==> src/rtl/axis_arb_pkg.sv <==
// Shared types and helpers for the AXI4-Stream packet arbiter.
//   arb_state_t : arbiter FSM states
//   GRANT_W     : grant index width for the default build (4 sources)
//   BEAT_W      : beat counter width for the default build (400 beats)
//   width_for() : clog2 that never returns 0, for parameterised widths
//   bus_slice() : extracts slice idx of width w from a flattened bus
package axis_arb_pkg;

  typedef enum logic {
    IDLE = 1'b0,
    XFER = 1'b1
  } arb_state_t;

  localparam int NUM_SRC_DEFAULT   = 4;
  localparam int MAX_BEATS_DEFAULT = 400;
  localparam int GRANT_W = $clog2(NUM_SRC_DEFAULT);
  localparam int BEAT_W  = $clog2(MAX_BEATS_DEFAULT);

  // Upper bounds for bus_slice: 8 sources of at most 1024 bits each.
  localparam int SLICE_MAX_W = 1024;
  localparam int SLICE_BUS_W = 8 * SLICE_MAX_W;

  function automatic int width_for(input int n);
    return (n < 2) ? 1 : $clog2(n);
  endfunction

  // Callers pass a constant idx, so this reduces to plain wiring.
  function automatic logic [SLICE_MAX_W-1:0] bus_slice(
    input logic [SLICE_BUS_W-1:0] bus,
    input int unsigned            idx,
    input int unsigned            w
  );
    return SLICE_MAX_W'(bus >> (idx * w));
  endfunction

endpackage

==> src/rtl/axis_packet_arbiter_rr_picker.sv <==
// rr_picker: combinational round-robin priority picker.
//   req        : one request bit per source
//   last_grant : most recently served source
//   any_req    : at least one request is pending
//   pick       : first requester in the order last_grant+1, last_grant+2, ...
//                (modulo NUM_SRC); holds last_grant when nothing requests
module rr_picker
  import axis_arb_pkg::*;
#(
  parameter int NUM_SRC = 4,
  parameter int GRANT_W = width_for(NUM_SRC)
) (
  input  logic [NUM_SRC-1:0] req,
  input  logic [GRANT_W-1:0] last_grant,
  output logic               any_req,
  output logic [GRANT_W-1:0] pick
);

  logic [GRANT_W-1:0] idx;

  always_comb begin
    any_req = |req;
    pick    = last_grant;
    idx     = '0;
    // Scan from the farthest candidate to the nearest so the nearest
    // requester after last_grant overwrites everything else.
    for (int k = NUM_SRC; k >= 1; k--) begin
      idx = GRANT_W'((int'(last_grant) + k) % NUM_SRC);
      if (req[idx]) begin
        pick = idx;
      end
    end
  end

endmodule

==> src/rtl/axis_packet_arbiter.sv <==
// axis_packet_arbiter: packet-granular round-robin arbiter that merges
// NUM_SRC AXI4-Stream sources onto one master stream.
//   clk, rst            : clock, synchronous active-high reset
//   enable              : permits new grants (a packet in flight always completes)
//   err_clear           : pulse, clears err_overrun (a same-cycle set wins)
//   S_AXIS_*            : flattened source streams, source i in slice i
//   M_AXIS_*            : merged stream, combinational from the granted source
//   grant_id            : current or last granted source
//   busy                : high while a packet is being transferred
//   pkt_count           : completed packets, wraps at 2^32
//   err_overrun         : sticky per-source flag, packet cut at MAX_BEATS
module axis_packet_arbiter
  import axis_arb_pkg::*;
#(
  parameter int NUM_SRC         = 4,
  parameter int AXIS_DATA_WIDTH = 256,
  parameter int AXIS_DATA_KEEP  = 32,
  parameter int MAX_BEATS       = 400
) (
  input  logic                                 clk,
  input  logic                                 rst,
  input  logic                                 enable,
  input  logic                                 err_clear,
  input  logic [NUM_SRC*AXIS_DATA_WIDTH-1:0]   S_AXIS_tdata,
  input  logic [NUM_SRC*AXIS_DATA_KEEP-1:0]    S_AXIS_tkeep,
  input  logic [NUM_SRC-1:0]                   S_AXIS_tlast,
  input  logic [NUM_SRC-1:0]                   S_AXIS_tvalid,
  output logic [NUM_SRC-1:0]                   S_AXIS_tready,
  output logic [AXIS_DATA_WIDTH-1:0]           M_AXIS_tdata,
  output logic [AXIS_DATA_KEEP-1:0]            M_AXIS_tkeep,
  output logic                                 M_AXIS_tlast,
  output logic                                 M_AXIS_tvalid,
  input  logic                                 M_AXIS_tready,
  output logic [width_for(NUM_SRC)-1:0]        grant_id,
  output logic                                 busy,
  output logic [31:0]                          pkt_count,
  output logic [NUM_SRC-1:0]                   err_overrun
);

  localparam int GW = width_for(NUM_SRC);
  localparam int BW = width_for(MAX_BEATS);

  arb_state_t         state_reg, state_next;
  logic [GW-1:0]      grant_reg, grant_next;
  logic [GW-1:0]      last_grant_reg, last_grant_next;
  logic [BW-1:0]      beat_cnt_reg, beat_cnt_next;
  logic [31:0]        pkt_count_reg, pkt_count_next;
  logic [NUM_SRC-1:0] err_reg, err_next;

  logic                       any_req;
  logic [GW-1:0]              pick;
  logic [AXIS_DATA_WIDTH-1:0] src_tdata [NUM_SRC];
  logic [AXIS_DATA_KEEP-1:0]  src_tkeep [NUM_SRC];

  for (genvar gi = 0; gi < NUM_SRC; gi++) begin : g_src
    assign src_tdata[gi] = AXIS_DATA_WIDTH'(bus_slice(SLICE_BUS_W'(S_AXIS_tdata), gi, AXIS_DATA_WIDTH));
    assign src_tkeep[gi] = AXIS_DATA_KEEP'(bus_slice(SLICE_BUS_W'(S_AXIS_tkeep), gi, AXIS_DATA_KEEP));
  end

  rr_picker #(
    .NUM_SRC (NUM_SRC),
    .GRANT_W (GW)
  ) u_picker (
    .req        (S_AXIS_tvalid),
    .last_grant (last_grant_reg),
    .any_req    (any_req),
    .pick       (pick)
  );

  logic sel_tvalid, sel_tlast, handshake, at_limit;

  assign sel_tvalid = S_AXIS_tvalid[grant_reg];
  assign sel_tlast  = S_AXIS_tlast[grant_reg];
  assign handshake  = (state_reg == XFER) && sel_tvalid && M_AXIS_tready;
  // The beat that would push the packet past MAX_BEATS closes it instead.
  assign at_limit   = (beat_cnt_reg == BW'(MAX_BEATS - 1));

  always_comb begin
    state_next      = state_reg;
    grant_next      = grant_reg;
    last_grant_next = last_grant_reg;
    beat_cnt_next   = beat_cnt_reg;
    pkt_count_next  = pkt_count_reg;
    err_next        = err_clear ? '0 : err_reg;
    S_AXIS_tready   = '0;
    M_AXIS_tdata    = '0;
    M_AXIS_tkeep    = '0;
    M_AXIS_tlast    = 1'b0;
    M_AXIS_tvalid   = 1'b0;

    unique case (state_reg)
      IDLE: begin
        if (enable && any_req) begin
          state_next    = XFER;
          grant_next    = pick;
          beat_cnt_next = '0;
        end
      end
      XFER: begin
        M_AXIS_tdata             = src_tdata[grant_reg];
        M_AXIS_tkeep             = src_tkeep[grant_reg];
        M_AXIS_tvalid            = sel_tvalid;
        M_AXIS_tlast             = sel_tlast || at_limit;
        S_AXIS_tready[grant_reg] = M_AXIS_tready;
        if (handshake) begin
          beat_cnt_next = beat_cnt_reg + BW'(1);
          if (sel_tlast || at_limit) begin
            state_next      = IDLE;
            beat_cnt_next   = '0;
            last_grant_next = grant_reg;
            pkt_count_next  = pkt_count_reg + 32'd1;
            // Only a real cut is an overrun; a tlast landing exactly on
            // the limit is a legal maximum-length packet.
            if (at_limit && !sel_tlast) begin
              err_next[grant_reg] = 1'b1;
            end
          end
        end
      end
      default: begin
        state_next = IDLE;
      end
    endcase
  end

  always_ff @(posedge clk) begin
    if (rst) begin
      state_reg      <= IDLE;
      grant_reg      <= '0;
      last_grant_reg <= GW'(NUM_SRC - 1);
      beat_cnt_reg   <= '0;
      pkt_count_reg  <= '0;
      err_reg        <= '0;
    end else begin
      state_reg      <= state_next;
      grant_reg      <= grant_next;
      last_grant_reg <= last_grant_next;
      beat_cnt_reg   <= beat_cnt_next;
      pkt_count_reg  <= pkt_count_next;
      err_reg        <= err_next;
    end
  end

  assign grant_id    = grant_reg;
  assign busy        = (state_reg == XFER);
  assign pkt_count   = pkt_count_reg;
  assign err_overrun = err_reg;

endmodule

==> config.mk <==
export PLATFORM = sky130hd
export DESIGN_NAME = axis_packet_arbiter
export DESIGN_NICKNAME = d
export VERILOG_FILES = /design/src/rtl/axis_arb_pkg.sv /design/src/rtl/axis_packet_arbiter_rr_picker.sv /design/src/rtl/axis_packet_arbiter.sv
export SDC_FILE = /design/constraint.sdc
export NUM_CORES = 1
export LEC_CHECK = 0
export CAP_MARGIN = 20
export CORE_AREA = 5 5 587 589
export DETAILED_ROUTE_END_ITERATION = 8
export DIE_AREA = 0 0 592 594
export GPL_ROUTABILITY_DRIVEN = 0
export GPL_TIMING_DRIVEN = 0
export RECOVER_POWER = 50
export SYNTH_ARGS = -nofsm -noshare
export SYNTH_HDL_FRONTEND = slang
export SYNTH_SLANG_ARGS = --single-unit
==> constraint.sdc <==
create_clock -name clk -period 5 [get_ports clk]
set_input_delay 1 -clock clk [delete_from_list [all_inputs] [get_ports clk]]
set_output_delay 1 -clock clk [all_outputs]
set_load 0.01 [all_outputs]
== Word level (Yosys, flattened, before mapping) ==
Cells that the tools add are included.

* Register bits after elaboration: 50
* Input port bits: 1,165
* Output and inout bits: 333
* Word-level logic and storage cells: 79

* $add $sub $neg: 6
* $lt $le $gt $ge: 7
* Eq/ne operators: 3
* Mux-type cells: 42
* Bitwise operators: 4
* Reduce and logical (&&, ||, !) cells: 11

{| class="wikitable"
|+ Operators by type and width
! kind !! count
|-
| $mux W256 || 3
|-
| $bmux W256 S2 || 1
|-
| $mux W32 || 3
|-
| $bmux W32 S2 || 1
|-
| $add A32 B1 Y32 const B || 1
|-
| $mux W9 || 3
|-
| $mux W4 || 6
|-
| $pmux W9 S2 || 1
|-
| $lt A2 B3 Y1 const B || 5
|-
| $bmux W1 S2 || 6
|-
| $mux W1 || 12
|-
| $add A9 B1 Y9 const B || 1
|-
| $eq A9 B9 Y1 const B || 1
|-
| $mux W2 || 4
|-
| $logic_and A1 B1 Y1 || 5
|-
| $add A2 B1 Y2 const B || 2
|-
| $add A2 B2 Y2 const B || 2
|-
| $and A4 B4 Y4 || 1
|-
| $or A4 B4 Y4 || 1
|-
| $reduce_and A2 Y1 || 2
|-
| $reduce_or A4 Y1 || 1
|-
| $ge A3 B3 Y1 const B || 1
|-
| $not A2 Y3 || 1
|-
| $reduce_and A3 Y1 || 1
|-
| 8 further kinds || 8
|}

== Depth between registers and ports, before layout ==
Gate-level depths: netlist (run 1).

* Word-level depth: 9
* Gate-level depth with buffers: 8
* Mapped depth without buffers: 6

== Cells and area by module ==
Synthesis (run 1) repeated with hierarchy kept, for this count alone.

* Cell total of the unflattened synthesis: 988
* Area, all modules: 11,242.0 µm²

{| class="wikitable"
|+ By module, submodules not included
! module !! instances !! cells each !! area each (µm²) !! sequential area each (µm²)
|-
| axis_packet_arbiter || 1 || 974 || 11,169.5 || 1,001.0
|-
| rr_picker || 1 || 14 || 72.6 || 0.0
|}

== Least setup slack after synthesis (run 1) ==
No wires, ideal clock.

* Kind: in2out
* From: input port S_AXIS_tlast[3]
* To: output port M_AXIS_tlast
* Arrival time: 2.281 ns
* Data required time: 4.000 ns
* Setup slack: 1.719 ns
* Cell stages on the path: 5
* Path buffers: 2
* Path through: mux4_2 -> a21oi_1 -> clkbuf_1 -> clkbuf_1 -> nor2b_1

* Cells in the longest elaborated chain, start to end: 4

{| class="wikitable"
|+ RTL lines
! what !! RTL line !! RTL
|-
| start: declaration || axis_packet_arbiter.sv:26 || <nowiki>input logic [NUM_SRC-1:0] S_AXIS_tlast,</nowiki>
|-
| $bmux W1 S2 || axis_packet_arbiter.sv:73 || <nowiki>assign sel_tlast = S_AXIS_tlast[grant_reg];</nowiki>
|-
| $mux W1 (not written as such) || axis_packet_arbiter.sv:73 ||
|-
| $logic_or A1 B1 Y1 || axis_packet_arbiter.sv:103 || <nowiki>M_AXIS_tlast = sel_tlast || at_limit;</nowiki>
|-
| $mux W1 || axis_packet_arbiter.sv:91 || <nowiki>unique case (state_reg)</nowiki>
|-
| end: declaration || axis_packet_arbiter.sv:31 || <nowiki>output logic M_AXIS_tlast,</nowiki>
|}

Every way passes these cells. The select of a mux whose other input is x is not followed.

== Worst setup path in the final report (run 1) ==
* From: register grant_reg[0], in the netlist grant_id[0]
* To: output port M_AXIS_tdata[102]

* Cells in the longest elaborated chain, start to end: 5

{| class="wikitable"
|+ RTL lines
! what !! RTL line !! RTL
|-
| start: declaration || axis_packet_arbiter.sv:44 || <nowiki>logic [GW-1:0] grant_reg, grant_next;</nowiki>
|-
| start signal: assignment || axis_packet_arbiter.sv:136 || <nowiki>grant_reg <= grant_next;</nowiki>
|-
| $not A2 Y3 (not written as such) || axis_packet_arbiter.sv:100 || <nowiki>M_AXIS_tdata = src_tdata[grant_reg];</nowiki>
|-
| $bmux W256 S2 || axis_packet_arbiter.sv:100 ||
|-
| $mux W256 (not written as such) (2 in a row) || axis_packet_arbiter.sv:100 ||
|-
| $mux W256 || axis_packet_arbiter.sv:91 ||
|-
| end: declaration || axis_packet_arbiter.sv:29 || <nowiki>output logic [AXIS_DATA_WIDTH-1:0] M_AXIS_tdata,</nowiki>
|}

Every way passes these cells. The select of a mux whose other input is x is not followed.

==> results of run 1 <==
-- how the worst min path moves through the flow --
stage                     cells after the start  slack [ns]              end       startpoint
after global placement                        2        0.46   err_overrun[1]   err_overrun[1]
after floorplan                               2        0.45  beat_cnt_reg[1]  beat_cnt_reg[1]
after CTS                                     2        0.47   err_overrun[1]   err_overrun[1]
after global routing                          2        0.50   err_overrun[1]   err_overrun[1]
final                                         2        0.47   err_overrun[1]   err_overrun[1]
after detailed placement                      2        0.46   err_overrun[1]   err_overrun[1]
-- through the flow --
stage	hold slack (ns)	util	cell area [sq um]	TNS (ns)
floorplan	0.449	-	11200	0
global placement	0.462	0.0941	31900	-242.07
detailed placement	0.463	0.0952	32200	-31.33
CTS	0.474	0.0957	32400	0
global route	0.499	0.0962	32600	0
finish	0.473	0.0970	32800	0
-- per-layer routing --
layer	GRT usage	part of all wire
met4	0.0488	0.043
met2	0.324	0.45
met3	0.141	0.17
met5	0.000274	0.0081
met1	0.193	0.33
-- final cells by class --
| type | instances | area share |
|---|---|---|
| Timing Repair Buffer | 1515 | 0.466 |
| Multi-Input combinational cell | 813 | 0.296 |
| Tap cell | 4536 | 0.173 |
| Sequential cell | 50 | 0.0305 |
| Buffer | 115 | 0.0156 |
| Antenna cell | 179 | 0.0136 |
| Clock buffer | 7 | 0.00434 |
| Inverter | 7 | 0.000800 |
| Clock inverter | 1 | 0.000152 |
-- worst reg2reg max path: cells and delay by family (launching register included) --
kind | cells | cell delay, ns
buffers and inverters | 3 | 1.22
AO/OA/AOI/OAI | 3 | 0.67
flip-flops | 1 | 0.33
AND/OR/NAND/NOR | 2 | 0.82
-- power by group --
group	switching, mW	leakage [nW]	internal, mW
Combinational	1.61	9.23	1.63
Sequential	0.00498	0.404	0.402
Clock	0.152	0.0750	0.199
-- layout by cell type, fill, tap and decap left out, types with 5 or more instances in the layout --
master                               n
sky130_fd_sc_hd__nand4_1             7
sky130_fd_sc_hd__or3_1               9
sky130_fd_sc_hd__xnor2_1            18
sky130_fd_sc_hd__dlygate4sd3_1     125
sky130_fd_sc_hd__mux4_2            289
sky130_fd_sc_hd__buf_8              10
sky130_fd_sc_hd__nor4_1             10
sky130_fd_sc_hd__nand2_1            27
sky130_fd_sc_hd__clkbuf_2           13
sky130_fd_sc_hd__and2_1            292
sky130_fd_sc_hd__o21ai_0            10
sky130_fd_sc_hd__nand3_1            13
sky130_fd_sc_hd__clkdlybuf4s50_1  1363
sky130_fd_sc_hd__inv_1               7
sky130_fd_sc_hd__nor2_1             34
sky130_fd_sc_hd__o31ai_1            12
sky130_fd_sc_hd__dlygate4sd2_1       8
sky130_fd_sc_hd__clkbuf_16           5
sky130_fd_sc_hd__diode_2           179
sky130_fd_sc_hd__clkbuf_1           72
sky130_fd_sc_hd__buf_2              22
sky130_fd_sc_hd__dfxtp_1            49
sky130_fd_sc_hd__a21oi_1            30
sky130_fd_sc_hd__nor2b_1             8
sky130_fd_sc_hd__and3_1              5
sky130_fd_sc_hd__or4_1              12
-- cells by family (layout without fill, tap and decap cells) --
group           count (synthesis)  in the layout  synth area share
flops                          50             50            0.0892
fa+ha+maj                       2              2           0.00223
other cells                     0            179                 0
compound gates                 61             61            0.0322
buf+inv                       123           1645            0.0449
simple gates                  439            439             0.234
mux                           292            292             0.583
xor+xnor                       19             19            0.0148
==> results.sh, run 1 <==
export IMPL_p_leak_nw=9.71
export IMPL_detail_route_wl_per_cell_um=49.5
export IMPL_path_cells="clkbuf_8 -> clkbuf_2 -> clkbuf_1 -> mux4_2 -> and2_1 -> dlygate4sd3_1"
export IMPL_post_layout_total_power_mw=4.00
export IMPL_fill_cells=39128
export IMPL_mappedNetlistNets=2153
export IMPL_detail_route_drc_violations=0
export IMPL_cp_arrival_ns=3.82
export IMPL_postSynth_topFlopCell="sky130_fd_sc_hd__dfxtp_1"
export IMPL_vdd_drop_max_mv=0.112
export IMPL_finalWorstPathRequiredPeriod_ns=4.82
export IMPL_outcome="finished with violations"
export IMPL_setup_crit_start_kind="flip-flop"
export IMPL_placed_cells_incl_taps=7037
export IMPL_timing_critical_path_depth=6
export IMPL_most_repeated_cell_in_the_gate_level_netlist_after_synthesis="sky130_fd_sc_hd__and2_1"
export IMPL_rr_endpoint="pkt_count[17]"
export IMPL_post_cts_setup_inserts=0
export IMPL_violations="antenna violations"
export IMPL_max_cap_violation_count=0
export IMPL_floorplan_die_height_um=594
export IMPL_final_period_utilization=0.963
export IMPL_ys_seq_elements=50
export IMPL_synth_area_per_cell_sq_um=11.4
export IMPL_setup_worst_path_class="flip-flop to output pin"
export IMPL_place_worst_setup_slack_ns=-0.591
export IMPL_max_freq_ghz=0.208
export IMPL_crit_path_end_kind="output pin"
export IMPL_setup_repair_after_global_routing_missed_its_margin="no"
export IMPL_worstReg2RegStart="busy"
export IMPL_synth_cell_area_sq_um=11200
export IMPL_layout_area_seq_sq_um=1000
export IMPL_synthDistinctLibCells=44
export IMPL_cts_hold_buf=0
export IMPL_final_setup_viol_count=0
export IMPL_cts_buffers=5
export IMPL_area_inside_the_core_boundary_sq_um=339000
export IMPL_powerDensity_nw_per_um2=122
export IMPL_grt_usage=0.194
export IMPL_die_width_um=592
export IMPL_top_level_ports=1498
export IMPL_hold_wc_path_type="flip-flop to flip-flop"
export IMPL_dr_pass1_iters=5
export IMPL_drive_above_1_share=0.143
export IMPL_timing_worst_slew_pin_value_ns=1.14
export IMPL_grt_remaining_overflow=0
export IMPL_cp_required_ns=4.00
export IMPL_tritoncts="built"
export IMPL_vias_in_the_first_global_route=17615
export IMPL_number_of_flip_flops_in_the_largest_register=32
export IMPL_maximum_buffer_depth_of_the_clock_tree=2
export IMPL_post_route_worst_setup_slack_ns=0.185
export IMPL_ff2ff_path_depth=8
export IMPL_post_synth_inst_count=986
export IMPL_net_total_in_the_final_layout=3674
export IMPL_cp_slowest_stage_delay_ns=0.78
export IMPL_wire_length_of_the_first_global_routing_pass_um=396000
export IMPL_detailedRoute_firstIterationViolations=1549
export IMPL_layoutNonFillerInstCount=7223
export IMPL_cp_top_family="buffers and inverters"
export IMPL_effective_utilization_at_floorplan=0.0331
export IMPL_hold_viol=0
export IMPL_tritoncts_sinks=50
export IMPL_synth_area_leaders="sky130_fd_sc_hd__mux4_2 58%, sky130_fd_sc_hd__and2_1 16%, sky130_fd_sc_hd__dfxtp_1 8.9%"
export IMPL_timing_critical_path_from="grant_id[0]"
export IMPL_detail_route_vias_per_cell=2.72
export IMPL_layout_area_overhead_vs_synth_pct=193
export IMPL_synth_largest_area_cell="sky130_fd_sc_hd__mux4_2"
export IMPL_number_of_synthesized_flops_with_an_enable_pin=0
export IMPL_critical_path_slowest_cell="sky130_fd_sc_hd__clkbuf_1"
export IMPL_timing_critical_path_fanout_max=11
export IMPL_detail_route_wirelength_um=357000
export IMPL_skew_ns=0.00607
export IMPL_cts_htree_levels=2
export IMPL_count_of_nets_left_with_antenna_violations_after_detail_routing=1
export IMPL_floorplan_rows=214
export IMPL_antenna_found_initial=637
export IMPL_clkLatencyLatePin_ns=0.29
export IMPL_final_max_slew_viol_count=0
export IMPL_post_cts_resize_count=23
export IMPL_crit_buf_inv=4
export IMPL_async_reset_ff_frac=0
export IMPL_placement_io_buffers=1496
export IMPL_synth_top_cells_by_count="292 x sky130_fd_sc_hd__and2_1, 289 x sky130_fd_sc_hd__mux4_2, 77 x sky130_fd_sc_hd__clkbuf_1, 50 x sky130_fd_sc_hd__dfxtp_1"
export IMPL_post_synth_top_area_fraction=0.580
export IMPL_yosysWarnings=0
export IMPL_worst_slew_margin_rel=0.238
export IMPL_place_hpwl_um=344000
export IMPL_multiInputGateArea_sq_um=9720
export IMPL_clkSlewWorstSetupHoldPaths_ns=0.07
export IMPL_synth_seq_area_share=0.0892
export IMPL_grt_max_degree=17
export IMPL_dieArea_sq_um=352000
export IMPL_vias=19675
export IMPL_cts_root_buffer="sky130_fd_sc_hd__clkbuf_16"
export IMPL_regToRegSetupSlack_ns=1.84
export IMPL_timing_critical_path_to="M_AXIS_tdata[102]"
(Power assumes the default switching activity.)
==> inputs of run 2 (changes only) <==
REMOVE_ABC_BUFFERS = 1   (was unset)
==> results.sh, run 2 (same netlist as run 1, synthesis figures left out) <==
export IMPL_outcome="finished clean"
export IMPL_multiInputGateArea_sq_um=9720
export IMPL_ff2ff_path_depth=7
export IMPL_detail_route_vias_per_cell=2.59
export IMPL_placed_cells_incl_taps=6928
export IMPL_timing_worst_slew_pin_value_ns=1.46
export IMPL_dr_pass1_iters=5
export IMPL_floorplan_rows=214
export IMPL_post_cts_setup_inserts=0
export IMPL_post_route_worst_setup_slack_ns=0.198
export IMPL_final_setup_viol_count=0
export IMPL_detail_route_wirelength_um=315000
export IMPL_vias=18410
export IMPL_cts_root_buffer="sky130_fd_sc_hd__clkbuf_16"
export IMPL_setup_tns_ns=0
export IMPL_wire_length_of_the_first_global_routing_pass_um=351000
export IMPL_path_cells="buf_16 -> buf_16 -> buf_16 -> mux4_2 -> and2_1 -> clkdlybuf4s50_1"
export IMPL_die_width_um=592
export IMPL_layout_area_overhead_vs_synth_pct=191
export IMPL_detail_route_wl_per_cell_um=44.3
export IMPL_finalWorstPathRequiredPeriod_ns=4.80
export IMPL_net_total_in_the_final_layout=3567
export IMPL_regToRegSetupSlack_ns=1.36
export IMPL_worst_slew_margin_rel=0.0328
export IMPL_cts_hold_buf=0
export IMPL_setup_repair_after_global_routing_missed_its_margin="no"
export IMPL_maximum_buffer_depth_of_the_clock_tree=2
export IMPL_tritoncts_sinks=50
export IMPL_hold_path_startpoint="err_overrun[3]"
export IMPL_layout_area_seq_sq_um=1010
export IMPL_hold_viol=0
export IMPL_postPlaceCellArea_sq_um=32100
export IMPL_final_cell_area_sq_um=32600
export IMPL_tritoncts="built"
export IMPL_clkLatencyLatePin_ns=0.30
export IMPL_final_max_slew_viol_count=0
export IMPL_count_of_nets_left_with_antenna_violations_after_detail_routing=0
export IMPL_rr_endpoint="pkt_count[27]"
export IMPL_p_leak_nw=9.53
export IMPL_setup_worst_path_class="flip-flop to output pin"
export IMPL_worstReg2RegStart="grant_id[0]"
export IMPL_grt_usage=0.171
export IMPL_hold_path_endpoint="err_overrun[3]"
export IMPL_most_used_cell_cp="sky130_fd_sc_hd__buf_16"
export IMPL_placement_io_buffers=1497
export IMPL_cp_slowest_stage_delay_ns=0.91
export IMPL_clkSlewWorstSetupHoldPaths_ns=0.08
export IMPL_grt_remaining_overflow=0
export IMPL_cp_arrival_ns=3.80
export IMPL_vias_in_the_first_global_route=17138
export IMPL_cts_htree_levels=2
export IMPL_dieArea_sq_um=352000
export IMPL_top_level_ports=1498
export IMPL_powerDensity_nw_per_um2=113
export IMPL_most_used_cells_in_the_layout_excluding_fill_and_tap_cells="1,360 x sky130_fd_sc_hd__clkdlybuf4s50_1, 291 x sky130_fd_sc_hd__and2_1, 289 x sky130_fd_sc_hd__mux4_2"
export IMPL_final_hold_worst_slack_ns=0.472
export IMPL_post_layout_total_power_mw=3.67
export IMPL_final_period_utilization=0.960
export IMPL_max_freq_ghz=0.208
export IMPL_floorplan_die_height_um=594
export IMPL_place_worst_setup_slack_ns=0.257
export IMPL_end_of_flow_core_utilization=0.0963
export IMPL_critical_path_slowest_cell="sky130_fd_sc_hd__clkdlybuf4s50_1"
export IMPL_grt_max_degree=76
export IMPL_vdd_drop_max_mv=0.120
export IMPL_timing_critical_path_fanout_max=41
export IMPL_crit_path_end_kind="output pin"
export IMPL_detailedRoute_firstIterationViolations=1268
export IMPL_fill_cells=39145
export IMPL_setup_crit_start_kind="flip-flop"
export IMPL_area_inside_the_core_boundary_sq_um=339000
export IMPL_detail_route_drc_violations=0
export IMPL_number_of_flip_flops_in_the_largest_register=32
export IMPL_effective_utilization_at_floorplan=0.0331
export IMPL_drive_above_1_share=0.136
export IMPL_antenna_found_initial=467
export IMPL_max_cap_violation_count=0
export IMPL_hold_path_cell_count=2
export IMPL_skew_ns=0.0142
export IMPL_cp_required_ns=4.00
export IMPL_hold_wc_path_type="flip-flop to flip-flop"
export IMPL_cts_buffers=5
export IMPL_layoutNonFillerInstCount=7099
export IMPL_layout_commonest_cell="sky130_fd_sc_hd__clkdlybuf4s50_1"
export IMPL_place_hpwl_um=300000
==> run 2: metal layers <==
metal,vias up,share of wire,GRT usage
met3,792,0.18,0.142
met1,8568,0.35,0.176
met2,1750,0.42,0.259
met4,344,0.037,0.0499
met5,-,0.0085,0
li1,6956,-,-
==> run 2: worst max-delay path, delay by kind of cell (launching register included) <==
family / cells / cell delay (ns)
simple gates: 1 / 0.18
buf+inv: 4 / 1.84
mux: 1 / 0.56
flops: 1 / 0.62
==> run 2: layout make-up <==
type                            count  share of cell area
Timing Repair Buffer             1523               0.479
Sequential cell                    50              0.0310
Tap cell                         4536               0.174
Inverter                            7            0.000806
Antenna cell                      163              0.0125
Multi-Input combinational cell    813               0.298
Clock inverter                      2            0.000422
Clock buffer                        5             0.00384
==> run 2: how the worst max path moves through the flow <==
stage | start | to | slack, ns
after detailed placement | S_AXIS_tvalid[2] | M_AXIS_tvalid | 0.26
after floorplan | grant_id[0] | pkt_count[27] | -9.67
final | grant_id[0] | M_AXIS_tdata[95] | 0.20
after global placement | grant_id[0] | M_AXIS_tdata[218] | -16.81
after global routing | grant_id[0] | M_AXIS_tkeep[0] | 0.02
after CTS | grant_id[0] | M_AXIS_tkeep[18] | 0.06
==> run 2: power by group <==
part | switching, mW | internal (mW)
Clock | 0.171 | 0.185
Combinational | 1.26 | 1.63
Sequential | 0.0224 | 0.402
==> run 2: what timing repair did <==
action	CTS	global route
setup endpoints to repair	0	1
gates resized for setup	0	1
hold endpoints to repair	0	0
==> inputs of run 3 (changes only) <==
ABC_CLOCK_PERIOD_IN_PS = 5000   (was unset)
==> results of run 3 <==
The final DEF is identical to that of run 2; final timing and power are the same.
